--- src/rtl/code_lock_pkg.sv ---
// Shared definitions for the keypad code lock: FSM state encoding, display glyphs
// and the counter-width helper used to size the down-counting timers.
package code_lock_pkg;

    typedef enum logic [2:0] {
        ST_IDLE    = 3'd0,
        ST_ENTRY   = 3'd1,
        ST_REJECT  = 3'd2,
        ST_OPEN    = 3'd3,
        ST_LOCKOUT = 3'd4
    } state_e;

    // Active-low segment patterns, bit order {g,f,e,d,c,b,a}
    localparam logic [6:0] SEG_ZERO  = 7'b1000000;
    localparam logic [6:0] SEG_P     = 7'b0001100;
    localparam logic [6:0] SEG_E     = 7'b0000110;
    localparam logic [6:0] SEG_BLANK = 7'b1111111;

    // Width of a counter that holds limit-1; never narrower than one bit
    function automatic int cnt_w(input int limit);
        return (limit <= 2) ? 1 : $clog2(limit);
    endfunction

endpackage

--- src/rtl/seg7_digit.sv ---
// Combinational hex digit to active-low 7-segment decoder ({g..a}).
module seg7_digit
    import code_lock_pkg::*;
(
    input  logic [3:0] value_i,
    output logic [6:0] seg_o
);

    always_comb begin
        case (value_i)
            4'h0:    seg_o = 7'b1000000;
            4'h1:    seg_o = 7'b1111001;
            4'h2:    seg_o = 7'b0100100;
            4'h3:    seg_o = 7'b0110000;
            4'h4:    seg_o = 7'b0011001;
            4'h5:    seg_o = 7'b0010010;
            4'h6:    seg_o = 7'b0000010;
            4'h7:    seg_o = 7'b1111000;
            4'h8:    seg_o = 7'b0000000;
            4'h9:    seg_o = 7'b0010000;
            4'hA:    seg_o = 7'b0001000;
            4'hB:    seg_o = 7'b0000011;
            4'hC:    seg_o = 7'b1000110;
            4'hD:    seg_o = 7'b0100001;
            4'hE:    seg_o = 7'b0000110;
            default: seg_o = SEG_BLANK;
        endcase
    end

endmodule

--- src/rtl/code_lock_ctrl.sv ---
// Parametrised keypad code lock with inactivity timeout, failed-attempt counter and timed lockout.
// Optional macro CODE_LOCK_AUTORELOCK_EN: OPEN also falls back to IDLE after OPEN_CYC cycles.
module code_lock_ctrl
    import code_lock_pkg::*;
#(
    parameter int CODE_LEN    = 3,
    parameter int SYM_W       = 2,
    parameter int MAX_TRIES   = 3,
    parameter int TIMEOUT_CYC = 50_000_000,
    parameter int LOCKOUT_CYC = 500_000_000,
    parameter int OPEN_CYC    = 250_000_000
) (
    input  logic                             clk,
    input  logic                             reset,
    input  logic                             sym_valid,
    input  logic [SYM_W-1:0]                 sym,
    input  logic [CODE_LEN*SYM_W-1:0]        code,
    input  logic                             relock,
    output logic                             unlocked,
    output logic                             alarm,
    output logic                             busy,
    output logic [$clog2(MAX_TRIES+1)-1:0]   fail_cnt,
    output logic [6:0]                       seg
);

    localparam int FW = $clog2(MAX_TRIES + 1);
    localparam int TW = cnt_w(TIMEOUT_CYC);
    localparam int LW = cnt_w(LOCKOUT_CYC);

    state_e                      state_q, state_d;
    logic [3:0]                  pos_q, pos_d;
    logic [CODE_LEN*SYM_W-1:0]   code_q, code_d;
    logic [FW-1:0]               fail_q, fail_d;
    logic [TW-1:0]               idle_tmr_q, idle_tmr_d;
    logic [LW-1:0]               lock_tmr_q, lock_tmr_d;

    logic [SYM_W-1:0]            exp_sym;
    logic                        last_pos;
    logic                        idle_expired;
    logic                        open_expired;
    logic                        fail_event;
    logic [FW-1:0]               fail_inc;
    logic [6:0]                  pos_seg;

`ifdef CODE_LOCK_AUTORELOCK_EN
    localparam int OW = cnt_w(OPEN_CYC);
    logic [OW-1:0]               open_tmr_q, open_tmr_d;

    assign open_expired = (open_tmr_q == '0);

    always_comb begin
        if (state_q != ST_OPEN)
            open_tmr_d = OW'(OPEN_CYC - 1);
        else if (!open_expired)
            open_tmr_d = open_tmr_q - OW'(1);
        else
            open_tmr_d = open_tmr_q;
    end
`else
    // OPEN never times out in this build (OPEN_CYC is always positive)
    assign open_expired = (OPEN_CYC < 0);
`endif

    always_comb begin
        exp_sym = '0;
        for (int i = 0; i < CODE_LEN; i++) begin
            if (pos_q == 4'(i))
                exp_sym = code_q[i*SYM_W +: SYM_W];
        end
    end

    assign last_pos     = (pos_q == 4'(CODE_LEN - 1));
    assign idle_expired = (idle_tmr_q == '0);
    assign fail_inc     = (fail_q == FW'(MAX_TRIES)) ? fail_q : fail_q + FW'(1);

    always_ff @(posedge clk or negedge reset) begin
        if (!reset) begin
            state_q    <= ST_IDLE;
            pos_q      <= '0;
            code_q     <= '0;
            fail_q     <= '0;
            idle_tmr_q <= TW'(TIMEOUT_CYC - 1);
            lock_tmr_q <= LW'(LOCKOUT_CYC - 1);
`ifdef CODE_LOCK_AUTORELOCK_EN
            open_tmr_q <= OW'(OPEN_CYC - 1);
`endif
        end else begin
            state_q    <= state_d;
            pos_q      <= pos_d;
            code_q     <= code_d;
            fail_q     <= fail_d;
            idle_tmr_q <= idle_tmr_d;
            lock_tmr_q <= lock_tmr_d;
`ifdef CODE_LOCK_AUTORELOCK_EN
            open_tmr_q <= open_tmr_d;
`endif
        end
    end

    always_comb begin
        state_d    = state_q;
        pos_d      = pos_q;
        code_d     = code_q;
        fail_d     = fail_q;
        fail_event = 1'b0;

        unique case (state_q)
            ST_IDLE: begin
                if (sym_valid) begin
                    code_d = code;
                    pos_d  = 4'd1;
                    if (sym == code[SYM_W-1:0]) begin
                        if (CODE_LEN == 1) begin
                            state_d = ST_OPEN;
                            fail_d  = '0;
                        end else begin
                            state_d = ST_ENTRY;
                        end
                    end else if (CODE_LEN == 1) begin
                        fail_event = 1'b1;
                    end else begin
                        state_d = ST_REJECT;
                    end
                end
            end
            ST_ENTRY: begin
                // Timeout has priority; a strobe in the expiry cycle is dropped
                if (idle_expired) begin
                    fail_event = 1'b1;
                end else if (sym_valid) begin
                    pos_d = pos_q + 4'd1;
                    if (sym != exp_sym) begin
                        if (last_pos)
                            fail_event = 1'b1;
                        else
                            state_d = ST_REJECT;
                    end else if (last_pos) begin
                        state_d = ST_OPEN;
                        fail_d  = '0;
                    end
                end
            end
            ST_REJECT: begin
                if (idle_expired) begin
                    fail_event = 1'b1;
                end else if (sym_valid) begin
                    pos_d = pos_q + 4'd1;
                    if (last_pos)
                        fail_event = 1'b1;
                end
            end
            ST_OPEN: begin
                if (relock || open_expired)
                    state_d = ST_IDLE;
            end
            ST_LOCKOUT: begin
                if (lock_tmr_q == '0) begin
                    state_d = ST_IDLE;
                    fail_d  = '0;
                end
            end
            default: state_d = ST_IDLE;
        endcase

        if (fail_event) begin
            fail_d  = fail_inc;
            state_d = (fail_inc == FW'(MAX_TRIES)) ? ST_LOCKOUT : ST_IDLE;
        end

        if (state_d != ST_ENTRY && state_d != ST_REJECT)
            pos_d = '0;

        // Timers preload whenever their state is inactive, so entry needs no extra load path
        if ((state_q != ST_ENTRY && state_q != ST_REJECT) || sym_valid)
            idle_tmr_d = TW'(TIMEOUT_CYC - 1);
        else if (!idle_expired)
            idle_tmr_d = idle_tmr_q - TW'(1);
        else
            idle_tmr_d = idle_tmr_q;

        if (state_q != ST_LOCKOUT)
            lock_tmr_d = LW'(LOCKOUT_CYC - 1);
        else if (lock_tmr_q != '0)
            lock_tmr_d = lock_tmr_q - LW'(1);
        else
            lock_tmr_d = lock_tmr_q;
    end

    seg7_digit u_pos_digit (
        .value_i (pos_q),
        .seg_o   (pos_seg)
    );

    always_comb begin
        unlocked = (state_q == ST_OPEN);
        alarm    = (state_q == ST_LOCKOUT);
        busy     = (state_q == ST_ENTRY) || (state_q == ST_REJECT);
        fail_cnt = fail_q;
        case (state_q)
            ST_OPEN:            seg = SEG_P;
            ST_LOCKOUT:         seg = SEG_E;
            ST_ENTRY, ST_REJECT: seg = pos_seg;
            default:            seg = SEG_ZERO;
        endcase
    end

endmodule

--- config.mk ---
export PLATFORM = sky130hd
export DESIGN_NAME = code_lock_ctrl
export DESIGN_NICKNAME = d
export VERILOG_FILES = /design/src/rtl/code_lock_pkg.sv /design/src/rtl/seg7_digit.sv /design/src/rtl/code_lock_ctrl.sv
export SDC_FILE = /design/constraint.sdc
export NUM_CORES = 1
export LEC_CHECK = 0
export BUFFER_PORTS_ARGS = -buffer_cell sky130_fd_sc_hd__buf_2
export CAP_MARGIN = 20
export CELL_PAD_IN_SITES_DETAIL_PLACEMENT = 0
export CELL_PAD_IN_SITES_GLOBAL_PLACEMENT = 1
export CORE_AREA = 2 2 112 114
export DETAILED_ROUTE_END_ITERATION = 7
export DIE_AREA = 0 0 114 116
export GPL_TIMING_DRIVEN = 0
export PLACE_DENSITY = 0.61
export SLEW_MARGIN = 5
export SYNTH_ARGS = -nofsm -noshare
export SYNTH_HDL_FRONTEND = slang
export SYNTH_SLANG_ARGS = --single-unit
--- constraint.sdc ---
create_clock -name clk -period 3.9 [get_ports clk]
set_input_delay 0.78 -clock clk [delete_from_list [all_inputs] [get_ports clk]]
set_output_delay 0.78 -clock clk [all_outputs]
set_load 0.02 [all_outputs]
* Word level (Yosys, flattened, before mapping) *
Memories as Yosys holds them, arrays and structs flattened.
Index checks and enable logic that the tools add are counted.

operators by class
  add/sub/neg operators = 4
  eq/ne operators = 24
  muxes and demuxes = 40
  reduce and logical (&&, ||, !) cells = 16

operator list
  cell                                                                   count
  29-bit two-way mux                                                     2
  26-bit two-way mux                                                     2
  3-bit two-way mux                                                      10
  29-bit logical NOT                                                     1
  29-bit nonzero test                                                    1
  29-bit by 1-bit subtractor with 29-bit output (second input constant)  1
  26-bit logical NOT                                                     1
  26-bit by 1-bit subtractor with 26-bit output (second input constant)  1
  2-bit two-way mux                                                      11
  7-bit one-hot mux with 3 select lines                                  1
  3-bit != test (second input constant)                                  6
  4-bit two-way mux                                                      4
  3-bit one-hot mux with 5 select lines                                  1
  3-bit by 1-bit != test with 1-bit output (second input constant)       4
  3-bit by 2-bit != test with 1-bit output (second input constant)       3
  4-bit one-hot mux with 2 select lines                                  1
  3-bit by 2-bit == test with 1-bit output (second input constant)       2
  1-bit two-way mux                                                      6
  6-bit AND reduction                                                    1
  3-bit nonzero test                                                     2
  4-bit by 1-bit adder with 4-bit output (second input constant)         1
  2-bit == test (second input constant)                                  2
  4-bit by 1-bit == test with 1-bit output (second input constant)       1
  4-bit by 2-bit == test with 1-bit output (second input constant)       1
  16 further kinds                                                       18

word-level totals
  bits in registers = 70
  memory bits (read-only) = 112
  input bits = 12
  output and inout port bits = 12
  logic and storage cells = 91
  memories kept = 1

memory list
  memory           words  width  read ports  clocked after Yosys merged registers in  write ports  RTL line          text
  (no name shown)  16     7      1           0                                        0            seg7_digit.sv:10  case (value_i)

* Logic depth before layout (Yosys ltp) *
  depth in word-level cells = 14
  depth in mapped cells = 11
  mapped depth without buffers = 9

* Modules after synthesis *
From an unflattened synthesis, not the netlist that was laid out.

second synthesis, totals
  cell total of the unflattened synthesis = 443
  area total of the unflattened synthesis = 4,194.0 µm²

by module, submodules not included
  module          times used  cells each  area each (µm²)  sequential area each (µm²)
  code_lock_ctrl  1           415         3,951.3          1,799.2
  seg7_digit      1           28          242.7            0.0

* Least setup slack after synthesis *
No wires, ideal clock.

  kind = flip-flop to flip-flop
  from = reg pos_q[0]
  to = reg pos_q[3]
  setup time = 0.147 ns
  arrival = 2.461 ns
  data required time = 3.753 ns
  slack = 1.292 ns
  stages on the path, launching flop included = 10
  path buffers = 0
  clock period less this slack = 2.608 ns
  cell sequence = dfrtp_1 > inv_1 > ha_1 > nor2b_1 > a2111oi_2 > xor2_1 > nor4_1 > nor3_4 > xnor2_1 > nor4_2

between the ends
  word-level cells in the longest chain between the ends = 14
  elaborated cells between the ends (all ways) = 34
  those cells by class = add/sub: 1; eq/ne: 8; mux: 21; reduce/logical: 4

RTL lines
  what                                                                                                  RTL line               text
  from (decl)                                                                                           code_lock_ctrl.sv:31   logic [3:0] pos_q, pos_d;
  from (signal assigned)                                                                                code_lock_ctrl.sv:89   pos_q <= pos_d;
  4-bit logical NOT                                                                                     code_lock_ctrl.sv:67   if (pos_q == 4'(i))
  2-bit two-way mux (3 in series)                                                                       code_lock_ctrl.sv:67
  2-bit != test                                                                                         code_lock_ctrl.sv:132  if (sym != exp_sym) begin
  3-bit two-way mux or 1-bit two-way mux (tied branches)                                                code_lock_ctrl.sv:132
  3-bit two-way mux or 1-bit two-way mux (tied branches)                                                code_lock_ctrl.sv:130  end else if (sym_valid) begin
  3-bit two-way mux or 1-bit two-way mux (tied branches)                                                code_lock_ctrl.sv:128  if (idle_expired) begin
  3-bit one-hot mux with 5 select lines or 1-bit one-hot mux with 2 select lines (tied branches)        code_lock_ctrl.sv:107  unique case (state_q)
  3-bit two-way mux                                                                                     code_lock_ctrl.sv:165  if (fail_event) begin
  3-bit by 1-bit != test with 1-bit output or 3-bit by 2-bit != test with 1-bit output (tied branches)  code_lock_ctrl.sv:170  if (state_d != ST_ENTRY && state_d != ST_REJECT)
  1-bit logical AND                                                                                     code_lock_ctrl.sv:170
  3-bit != test (no line), or another cell as far along                                                 n/a
  4-bit AND reduction (no line)                                                                         n/a

Several ways; a longest one is shown, not always the timed one. The select of a mux whose other input is x is not followed.
A chain may end at the register's enable or synchronous reset.

* Worst setup path in the final report *
  from = reg pos_q[0]
  to = out seg[6]

between the ends
  word-level cells in the longest chain between the ends = 2

RTL lines
  what                                   RTL line               text
  memory 16 x 7 bit                      n/a
  7-bit one-hot mux with 3 select lines  code_lock_ctrl.sv:199  case (state_q)
  to (decl)                              code_lock_ctrl.sv:23   output logic [6:0] seg

Every way passes these cells.

==> flow_metrics.tcl <==
set metrics [dict create \
    insertion_delay_ns 0.33 \
    fmaxAchievable_mhz 318 \
    grt-ovfl-total 0 \
    via_per_inst 5.18 \
    yosys_most_used_dff "dfstp_2" \
    die_w_um 114 \
    multi_input_comb_area_mm2 0.00219 \
    grt_pass1_vias 3105 \
    fin_nets 489 \
    grt_setup_unrepaired "no" \
    start_util 0.345 \
    synth_seq_cells 70 \
    power_density_mw_per_mm2 555 \
    hold_path.class "input pin to async pin" \
    p_total_w 0.00264 \
    relSlewSlack 0.476 \
    synth_top_area_share 0.243 \
    status "finished clean" \
    synth.distinct_cells 62 \
    gp_congestion 0.785 \
    drc 0 \
    synth_fp_nets 454 \
    dr.first_iter.drc_count 116 \
    fin_crit_sh 0.805 \
    p_leak_nw 1.83 \
    hold_viol 0 \
    crit_required_ns 3.12 \
    finalInstanceArea_mm2 0.00476 \
    cts_max_path_buffers 2 \
    tns_ns 0 \
    endpoint_kind "output pin" \
    fillers 1207 \
    holdBufCountCts 0 \
    core_mm2 0.0119 \
    die_area_mm2 0.0132 \
    fp.dieH_um 116 \
    post_cts_buffers 0 \
    synthArstFlopShare 1.00 \
    vdd.ir_drop.worst_mv 0.255 \
    antenna_found_initial 0 \
    place_area_mm2 0.00444 \
    routed_wl_mm 9.25 \
    finalClockSkew_ns 0.00460 \
    vias 3213 \
    placementRows 40 \
    gr-usage-all-layers 0.152 \
    cts_sinks 70 \
    post_cts_resized 0 \
    yosys_warnings 0 \
    htree_levels 3 \
    syn_area_mm2 0.00411 \
    yosysTopAreaCell "dfstp_2" \
    post_synth_inst_count 433 \
    clkTransAtPathRegs_ns 0.06 \
    cts_tree "done" \
    hold_ws_ns 0.312 \
    period_needed_ns 3.14 \
    cts_root_buf "clkbuf_16" \
    syn_area_per_cell_um2 9.49 \
    start_kind "flop" \
    num_antenna_cells 0 \
    ff_latch_area_mm2 0.00180 \
    grt_max_degree 56 \
    finalSetupViolCount 0 \
    numCtsBuffers 9 \
    first_pass_iters 4 \
    io_buffers 23 \
    synth_seq_area_share 0.438 \
    io_pins 24 \
    worst_slew_pin_slew_ns 0.782 \
    hpwl_mm 6.59 \
    slew_viol_final 0 \
    syn2layout_area_growth_pct 15.9 \
    wl_per_cell_um 14.9 \
    antenna_left 0 \
    synth_edf_count 0 \
    path_class "flop to output pin" \
    grt_pass1_wl_mm 15.9 \
    worstPathMaxFanout 7 \
    drv_cap 0 \
    synth_area_leaders "dfstp_2 (24%), dfrtp_1 (19%), xnor2_1 (7.5%), nand2_1 (4.6%), nor2_1 (4.0%)" \
    rrSetupSlack_ns 0.81 \
    drive_above_1_share 0.241 \
    crit_arrival_ns 2.36 \
]
cells in the mapped netlist, types with 3 or more instances:
library cell  number
a2111oi_2          3
a21oi_1           13
and3_1             4
buf_2              5
clkbuf_1           8
dfrtp_1           32
dfstp_2           38
ha_1               9
inv_1             14
mux2_2             6
nand2_1           50
nand2b_1          10
nand3_1           13
nand4_1            3
nor2_1            44
nor2b_1            3
nor3_1            22
nor3_2             3
nor4_1            13
o21ai_0            9
o21ai_1           15
or3_1             14
or4_1              6
xnor2_1           35
xor2_1            11
per-layer routing:
metal,share of wire,routed length (µm),track usage
met5,0,0,0
met4,0.011,106,0.0439
met3,0.035,326,0.0298
met2,0.44,4100,0.233
met1,0.51,4710,0.218
power by group:
group / total, W / internal, W / switching, W
clock network: 0.000894 / 0.000579 / 0.000315
registers: 0.000866 / 0.000807 / 0.0000597
logic: 0.000883 / 0.000339 / 0.000544
total: 0.00264 / 0.00172 / 0.000919
cell usage in the layout, fill, tap and decap left out, drive strengths merged, types with 4 or more instances in the layout:
cell type  count
and3           4
ha             9
inv           17
mux2           6
or3           15
nor4          16
dfrtp         32
o21ai         25
nand3b         4
nand2         50
a21oi         13
clkbuf        19
buf           29
nor2          44
nand3         13
xor2          11
dfstp         38
or4            7
nor3          27
xnor2         35
nand2b        11
flip-flops by register name (all words and copies together), names as in the netlist:
register,cells
pos_q,4
idle_tmr_q,26
lock_tmr_q,29
state_q,3
fail_cnt,2
code_q,6
critical path, stage by stage, from the launching register on:
cell and delay, ns:
dfrtp_1 0.48, inv_1 0.17, ha_1 0.37, mux2i_1 0.15, a22oi_1 0.09, maj3_1 0.37
a21oi_1 0.21, buf_2 0.20
through the flow:
| step | util | instances | setup slack, ns |
|---|---|---|---|
| 2_1_floorplan | - | 433 | 1.29 |
| 3_3_place_gp | 0.370 | 603 | 0.844 |
| 3_5_place_dp | 0.373 | 604 | 0.834 |
| 4_1_cts | 0.400 | 620 | 0.741 |
| 5_1_grt | 0.400 | 620 | 0.495 |
| 6_report | 0.400 | 620 | 0.759 |
area by class of cell:
type | count | area share
Buffer | 13 | 0.0116
Clock buffer | 11 | 0.0510
Clock inverter | 5 | 0.0171
Inverter | 17 | 0.0134
Multi-Input combinational cell | 333 | 0.460
Sequential cell | 70 | 0.378
Tap cell | 147 | 0.0386
Timing Repair Buffer | 24 | 0.0305
worst paths after layout:
path	start	endpoint	cells after the start
max	pos_q[0]	seg[6]	7
min	reset	lock_tmr_q[8]	1
max reg2reg	pos_q[0]	pos_q[2]	9
min reg2reg	lock_tmr_q[28]	lock_tmr_q[28]	2
max in group asynchronous	reset	idle_tmr_q[14]	2
min in group clk	lock_tmr_q[28]	lock_tmr_q[28]	2
kinds of logic after synthesis:
group / Yosys count / share of synthesized area
DFF: 70 / 0.438
xor gates and xnor gates: 46 / 0.0980
buffers and inverters: 30 / 0.0289
AOI/OAI and AO/OA: 61 / 0.102
adders and majority gates: 11 / 0.0323
and+or+nand+nor: 206 / 0.275
muxes: 9 / 0.0268
Note: power is estimated with default switching activity, not from simulation.
